<file path="config.mk">
export PLATFORM = sky130hd
export DESIGN_NAME = ss_job_arbiter
export DESIGN_NICKNAME = d
export VERILOG_FILES = /design/src/rtl/ss_job_arbiter.sv
export SDC_FILE = /design/constraint.sdc
export NUM_CORES = 1
export LEC_CHECK = 0
export BUFFER_PORTS_ARGS = -buffer_cell sky130_fd_sc_hd__buf_2
export CAP_MARGIN = 40
export CORE_MARGIN = 2
export CORE_UTILIZATION = 54
export CTS_CLUSTER_SIZE = 40
export DETAILED_ROUTE_END_ITERATION = 16
export PLACE_DENSITY = 0.84
export SYNTH_ARGS = -nofsm -noshare
export SYNTH_HDL_FRONTEND = slang
export SYNTH_SLANG_ARGS = --single-unit
</file>
<file path="constraint.sdc">
create_clock -name i_clk -period 4.39 [get_ports i_clk]
set_input_delay 0.878 -clock i_clk [delete_from_list [all_inputs] [get_ports i_clk]]
set_output_delay 0.878 -clock i_clk [all_outputs]
set_load 0.02 [all_outputs]
</file>
<file path="src/rtl/ss_job_arbiter.sv">
// ss_job_arbiter: round-robin owner of one shared start/done compute unit.
// Defining SS_ARB_TIMEOUT_EN adds a WAIT-state watchdog that aborts a stuck job.
module ss_job_arbiter #(
   parameter int NUM_REQ     = 4,
   parameter int IDX_W       = $clog2(NUM_REQ),
   parameter int TIMEOUT_CYC = 255
) (
   input  logic               i_clk,
   input  logic               i_rst_n,
   input  logic [NUM_REQ-1:0] i_req,
   input  logic               i_done,
   output logic               o_start,
   output logic [NUM_REQ-1:0] o_grant,
   output logic [IDX_W-1:0]   o_grant_idx,
   output logic [NUM_REQ-1:0] o_ack,
   output logic               o_busy,
   output logic               o_err,
   output logic               o_abort
);
   typedef enum logic [1:0] {S_IDLE, S_ISSUE, S_WAIT, S_ACK} state_e;
   localparam int CW = IDX_W + 1;

   if (NUM_REQ < 2) begin : g_bad_num_req
      $error("ss_job_arbiter: NUM_REQ must be at least 2");
   end
   if (TIMEOUT_CYC < 1) begin : g_bad_timeout
      $error("ss_job_arbiter: TIMEOUT_CYC must be at least 1");
   end

   state_e             state_q, state_d;
   logic [NUM_REQ-1:0] grant_q, grant_d;
   logic [NUM_REQ-1:0] mask_q, mask_d;
   logic [NUM_REQ-1:0] req_avail;
   logic [IDX_W-1:0]   idx_q, idx_d;
   logic [IDX_W-1:0]   rr_ptr_q, rr_ptr_d;
   logic [IDX_W-1:0]   win_idx;
   logic [CW-1:0]      cand;
   logic               win_found;
   logic               expire;

   // The just-acked owner is hidden for one IDLE cycle so a lagging request cannot re-win.
   assign req_avail = i_req & ~mask_q;

   always_comb begin
      win_found = 1'b0;
      win_idx   = '0;
      cand      = '0;
      for (int i = 0; i < NUM_REQ; i++) begin
         cand = {1'b0, rr_ptr_q} + CW'(i);
         if (cand >= CW'(NUM_REQ)) cand = cand - CW'(NUM_REQ);
         if (!win_found && req_avail[cand[IDX_W-1:0]]) begin
            win_found = 1'b1;
            win_idx   = cand[IDX_W-1:0];
         end
      end
   end

   always_ff @(posedge i_clk or negedge i_rst_n) begin
      if (!i_rst_n) state_q <= S_IDLE;
      else          state_q <= state_d;
   end

   always_comb begin
      state_d = state_q;
      case (state_q)
         S_IDLE:  if (win_found) state_d = S_ISSUE;
         S_ISSUE: state_d = i_done ? S_ACK : S_WAIT;
         S_WAIT:  if (i_done || expire) state_d = S_ACK;
         S_ACK:   state_d = S_IDLE;
         default: state_d = S_IDLE;
      endcase
   end

   always_comb begin
      o_start = (state_q == S_ISSUE);
      o_busy  = (state_q != S_IDLE);
      o_ack   = (state_q == S_ACK) ? grant_q : '0;
   end

   assign o_grant     = grant_q;
   assign o_grant_idx = idx_q;

   always_comb begin
      grant_d  = grant_q;
      idx_d    = idx_q;
      rr_ptr_d = rr_ptr_q;
      mask_d   = mask_q;
      case (state_q)
         S_IDLE: begin
            mask_d = '0;
            if (win_found) begin
               grant_d          = '0;
               grant_d[win_idx] = 1'b1;
               idx_d            = win_idx;
            end
         end
         S_ISSUE: rr_ptr_d = (idx_q == IDX_W'(NUM_REQ - 1)) ? '0 : idx_q + IDX_W'(1);
         S_ACK: begin
            mask_d  = grant_q;
            grant_d = '0;
            idx_d   = '0;
         end
         default: ;
      endcase
   end

   always_ff @(posedge i_clk or negedge i_rst_n) begin
      if (!i_rst_n) begin
         grant_q  <= '0;
         idx_q    <= '0;
         rr_ptr_q <= '0;
         mask_q   <= '0;
      end else begin
         grant_q  <= grant_d;
         idx_q    <= idx_d;
         rr_ptr_q <= rr_ptr_d;
         mask_q   <= mask_d;
      end
   end

`ifdef SS_ARB_TIMEOUT_EN
   localparam int TW = $clog2(TIMEOUT_CYC + 1);

   logic [TW-1:0] tmo_cnt_q, tmo_cnt_d;
   logic          err_q, err_d;

   // A done arriving in the expiry cycle wins, so expiry is qualified by !i_done.
   assign expire  = (state_q == S_WAIT) && (tmo_cnt_q == TW'(TIMEOUT_CYC)) && !i_done;
   assign o_abort = expire;
   assign o_err   = (state_q == S_ACK) && err_q;

   always_comb begin
      tmo_cnt_d = tmo_cnt_q;
      err_d     = err_q;
      case (state_q)
         S_IDLE:  err_d = 1'b0;
         S_ISSUE: begin
            tmo_cnt_d = '0;
            err_d     = 1'b0;
         end
         S_WAIT: begin
            tmo_cnt_d = tmo_cnt_q + TW'(1);
            err_d     = expire;
         end
         default: ;
      endcase
   end

   always_ff @(posedge i_clk or negedge i_rst_n) begin
      if (!i_rst_n) begin
         tmo_cnt_q <= '0;
         err_q     <= 1'b0;
      end else begin
         tmo_cnt_q <= tmo_cnt_d;
         err_q     <= err_d;
      end
   end
`else
   assign expire  = 1'b0;
   assign o_abort = 1'b0;
   assign o_err   = 1'b0;
`endif

endmodule

</file>
Yosys cells after proc, flatten, opt, wreduce, memory -nomap -nowiden --
Cells that the tools add are included.
Operators by class: muxes and demuxes 33, reduce and logical (&&, ||, !) cells 12, bitwise gates (word level) 2, $lt $le $gt $ge 10, add/sub/neg operators 8, equal/unequal tests 6
Operators by type and width (count):
- $mux W2 | 12
- $pmux W4 S2 | 2
- $lt A2 B3 Y1 const B | 5
- $mux W1 | 10
- $ge A3 B3 Y1 const B | 3
- $bmux W1 S2 | 4
- $mux W4 | 2
- $pmux W2 S4 | 1
- $sub A2 B1 Y2 const B | 4
- $add A2 B2 Y3 const B | 2
- $eq A2 B2 Y1 const B | 3
- $and A4 B4 Y4 | 1
- $logic_and A1 B1 Y1 | 4
- $ne A2 B2 Y1 const B | 2
- $not A4 Y4 | 1
- $pmux W2 S2 | 1
- $reduce_and A2 Y1 | 2
- $reduce_bool A2 Y1 | 2
- $add A2 B1 Y3 const B | 1
- $ge A2 B3 Y1 const B | 1
- $logic_not A1 Y1 | 3
- $add A2 B1 Y2 const B | 1
- $demux W1 S2 | 1
- $eq A2 B1 Y1 const B | 1
- 2 further kinds | 2
Storage, ports and cells: register bits 14, input bits 7, logic and storage cells 76

Depth between registers and ports, before layout --
word-level depth 20, mapped depth 6, depth with buffers taken out 6

Worst setup path before layout --
Ideal clock, no wire load.
kind in2reg, from in i_req[3], to reg grant_q[2] (netlist: o_grant[2]), arrival 1.703 ns, setup time 0.077 ns, buffers on the path 0, required time 4.313 ns, stages on the path 5, setup slack 2.610 ns, path through nor2b_4 -> o21ai_2 -> a21o_1 -> or3_4 -> o21ai_1
On the way: longest elaborated chain between the ends 19, elaborated cells between the ends (all ways) 32, those cells by class order compare (2); eq/ne (1); mux (20); bitwise (1); reduce/logical (8)
RTL lines:
- start: declaration | RTL line 10 | input logic [NUM_REQ-1:0] i_req,
- $and A4 B4 Y4 * | RTL line 42 | assign req_avail = i_req & ~mask_q;
- $bmux W1 S2 | RTL line 51 | if (!win_found && req_avail[cand[IDX_W-1:0]]) begin
- $mux W1 (not written as such) | RTL line 51
- $mux W1 | RTL line 51
- $logic_not A1 Y1 | RTL line 51
- $logic_and A1 B1 Y1 | RTL line 51
- $mux W1 | RTL line 51
- $logic_not A1 Y1 | RTL line 51
- (+3 left out)
- $logic_and A1 B1 Y1 | RTL line 51
- $mux W2 | RTL line 51
- $lt A2 B3 Y1 (not written as such) / $ge A2 B1 Y1 (equally long branches) | RTL line 93 | grant_d[win_idx] = 1'b1;
- $logic_and A1 B1 Y1 (not written as such) | RTL line 93
- $mux W1 (not written as such) | RTL line 93
- $demux W1 S2 | RTL line 93
- $mux W4 | RTL line 91 | if (win_found) begin
- $pmux W4 S2 | RTL line 88 | case (state_q)
- end signal: assignment | RTL line 114 | grant_q <= grant_d;
- end: declaration | RTL line 31 | logic [NUM_REQ-1:0] grant_q, grant_d;
Every way passes the cells marked *; elsewhere a longest branch is shown, timed or not. The select of a mux whose other input is x is not followed. A chain may end at the register's enable or synchronous reset.

Final worst setup path --
from reg state_q[0], to out o_ack[1]
On the way: longest elaborated chain between the ends 2
RTL lines:
- start: declaration | RTL line 30 | state_e state_q, state_d;
- start signal: assignment | RTL line 60 | else state_q <= state_d;
- $eq A2 B2 Y1 | RTL line 77 | o_ack = (state_q == S_ACK) ? grant_q : '0;
- $mux W4 | RTL line 77
- end: declaration | RTL line 15 | output logic [NUM_REQ-1:0] o_ack,
No other way between the ends.

==> impl_metrics.env <==
export IMPL_status="complete, no violations"
export IMPL_dr_pass1_iters=4
export IMPL_drv_slew=0
export IMPL_critPathLaunchType="flip-flop"
export IMPL_htreeDepth=1
export IMPL_cts_hold_fix_buffers=0
export IMPL_clkLatencyLatePin_ns=0.28
export IMPL_reg2regPathDepth=5
export IMPL_wl_met3_um=64
export IMPL_p_leak_nw=0.488
export IMPL_finalCriticalPeriod_ns=2.21
export IMPL_path_clk_slew_ns=0.08
export IMPL_avgViaCountPerCell=5.41
export IMPL_reg2reg_slack_ns=2.75
export IMPL_initial_core_util=0.566
export IMPL_grt_pass1_vias=585
export IMPL_rsz0062_at_grt="no"
export IMPL_period_share=0.503
export IMPL_finalSetupViolCount=0
export IMPL_hold_viol_final=0
export IMPL_dpl_worst_slack_ns=2.42
export IMPL_layout_setup_ws_ns=2.18
export IMPL_drt_wl_total_mm=1.46
export IMPL_mappedNetlistArea_um2=833
export IMPL_timing_rr_end="o_grant_idx[0]"
export IMPL_max_cap_viol_count=0
export IMPL_setup_tns_ns=0
export IMPL_root_buffer="clkbuf_4"
export IMPL_drive_above_1_share=0.343
export IMPL_syn_to_final_growth_pct=13.1
export IMPL_crit_path_end_kind="output port"
export IMPL_wl_per_cell_um=12.7
export IMPL_io_buffers=18
export IMPL_grt_max_degree=15
export IMPL_num_antenna_cells=0
export IMPL_std_cell_rows=14
export IMPL_nNetsFinal=114
export IMPL_ys_ff_latch=14
export IMPL_die_w_um=43.3
export IMPL_fmax_ghz=0.453
export IMPL_holdCritPathClass="in -> async"
export IMPL_synth_cell_types=30
export IMPL_drc=0
export IMPL_synth_commonest_cells="14 x dfrtp_1, 9 x nand2_1, 8 x o21ai_1"
export IMPL_postCtsSetupRepairBufs=0
export IMPL_fin_skew_ns=0.00129
export IMPL_yosysMostFrequentCell="dfrtp_1"
export IMPL_ys_warn_count=0
export IMPL_top_layer_used="met4"
export IMPL_ys_seq_area_frac=0.420
export IMPL_critPathArrivalTime_ns=1.33
export IMPL_cts_tree="built"
export IMPL_ctsLongestPathBuffers=2
export IMPL_cts_resized=0
export IMPL_grt_overflow=0
export IMPL_synthTopCellsByArea="dfrtp_1 42%, ha_1 9.0%, mux2_2 5.4%"
export IMPL_ios=21
export IMPL_avgSynthCellArea_um2=10.4
export IMPL_ant_nets=0
export IMPL_cp_required_ns=3.51
export IMPL_synth_top_area_cell="dfrtp_1"
export IMPL_path_max_fanout=7
export IMPL_power_density_nw_per_um2=734
export IMPL_synthFlopType="dfrtp_1"
export IMPL_numCtsBuffers=3
export IMPL_critPathKind="reg -> out"
export IMPL_dp_hpwl_mm=1.19
export IMPL_dieArea_um2=1870
export IMPL_place_congestion=0.826
export IMPL_reg2reg_from="state_q[0]"
export IMPL_clock_sinks=14
export IMPL_grt_pass1_wl_mm=2.42
export IMPL_grt_antenna_before_repair=0
export IMPL_die_h_um=43.3
export IMPL_dr_total_vias=622
export IMPL_ir_worst_vdd_mv=0.345
export IMPL_wl_met1_um=680
export IMPL_synth_edff_count=0
export IMPL_syn_inst=80
export IMPL_core_region_area_um2=1470
export IMPL_netlist_area_leader_share=0.420
export IMPL_drtIter0Drc=11
export IMPL_synthArstFlopShare=1.00
export IMPL_grt_total_usage=0.178
export IMPL_met2_wirelength_um=688
[where the power goes]
group / switching (W) / total (W) / internal [W]
clock network: 0.0000388 / 0.0000706 / 0.0000318
registers: 0.0000436 / 0.000226 / 0.000183
logic: 0.000231 / 0.000395 / 0.000164
[cells in the final DEF, fill, tap and decap left out]
cell,instances
a211oi_1,1
a211oi_2,1
a21o_1,1
a21oi_1,1
a21oi_2,1
a22oi_1,1
a41o_2,1
a41oi_2,1
and2_1,4
buf_2,18
clkbuf_4,3
conb_1,2
dfrtp_1,14
ha_1,6
inv_1,6
mux2_1,1
mux2_2,4
nand2_1,9
nand2b_1,2
nand2b_2,2
nand3b_1,2
nor2_1,1
nor2b_1,3
nor2b_4,1
nor4b_1,1
o21ai_0,1
o21ai_1,8
o21ai_2,1
o31ai_1,1
or3_4,1
[how the worst max path moves through the flow]
stage | startpoint | endpoint | slack [ns] | depth (start not counted)
detailed placement | i_req[3] | o_grant[2] | 2.42 | 6
CTS | state_q[0] | o_ack[1] | 2.18 | 3
global placement | i_req[3] | o_grant[2] | 2.46 | 6
finish | state_q[0] | o_ack[1] | 2.18 | 3
floorplan | i_req[3] | o_grant[2] | 2.61 | 5
global route | state_q[1] | o_ack[1] | 2.09 | 3
[stage by stage]
| step | power (W) | utilization | hold slack, ns | instances | instance area [µm²] |
|---|---|---|---|---|---|
| after floorplan | 0.000533 | - | 0.484 | 81 | 837 |
| after global placement | 0.000610 | 0.625 | 0.483 | 112 | 920 |
| after detailed placement | 0.000627 | 0.625 | 0.493 | 112 | 920 |
| after CTS | 0.000697 | 0.640 | 0.477 | 115 | 942 |
| after global routing | 0.000753 | 0.640 | 0.488 | 115 | 942 |
| final | 0.000692 | 0.640 | 0.475 | 115 | 942 |
[state kept, by name (all words and copies together), names as in the netlist]
name	count
mask_q	4
state_q	2
o_grant	4
o_grant_idx	2
rr_ptr_q	2
[cell families (layout without fill, tap and decap cells)]
| group | after synthesis | count (layout) | synth area share |
|---|---|---|---|
| multiplexers | 5 | 5 | 0.0676 |
| buffers and inverters | 9 | 27 | 0.0601 |
| adder cells (fa/ha/maj) | 6 | 6 | 0.0901 |
| AO/OA/AOI/OAI | 19 | 19 | 0.165 |
| flip-flops | 14 | 14 | 0.420 |
| AND/OR/NAND/NOR | 26 | 26 | 0.192 |
| other | 1 | 2 | 0.00450 |
[layer usage]
metal	vias up	track usage
li1	311	-
met1	290	0.223
met2	17	0.287
met3	4	0.0255
met4	0	0.109
met5	-	0
[worst max-delay path: stages (launching register included)]
cell and delay, ns:
dfrtp_1 0.40, ha_1 0.28, and2_1 0.20, buf_2 0.16
[cell type report]
cell class	count	area, µm²
fillers	132	529
multi-input cells	58	437
flip-flops and latches	14	350
repair buffers	18	90.1
clock buffers	3	22.5
inverters	6	22.5
well taps	16	20.0
No activity file was read; power rests on OpenSTA's default activity.
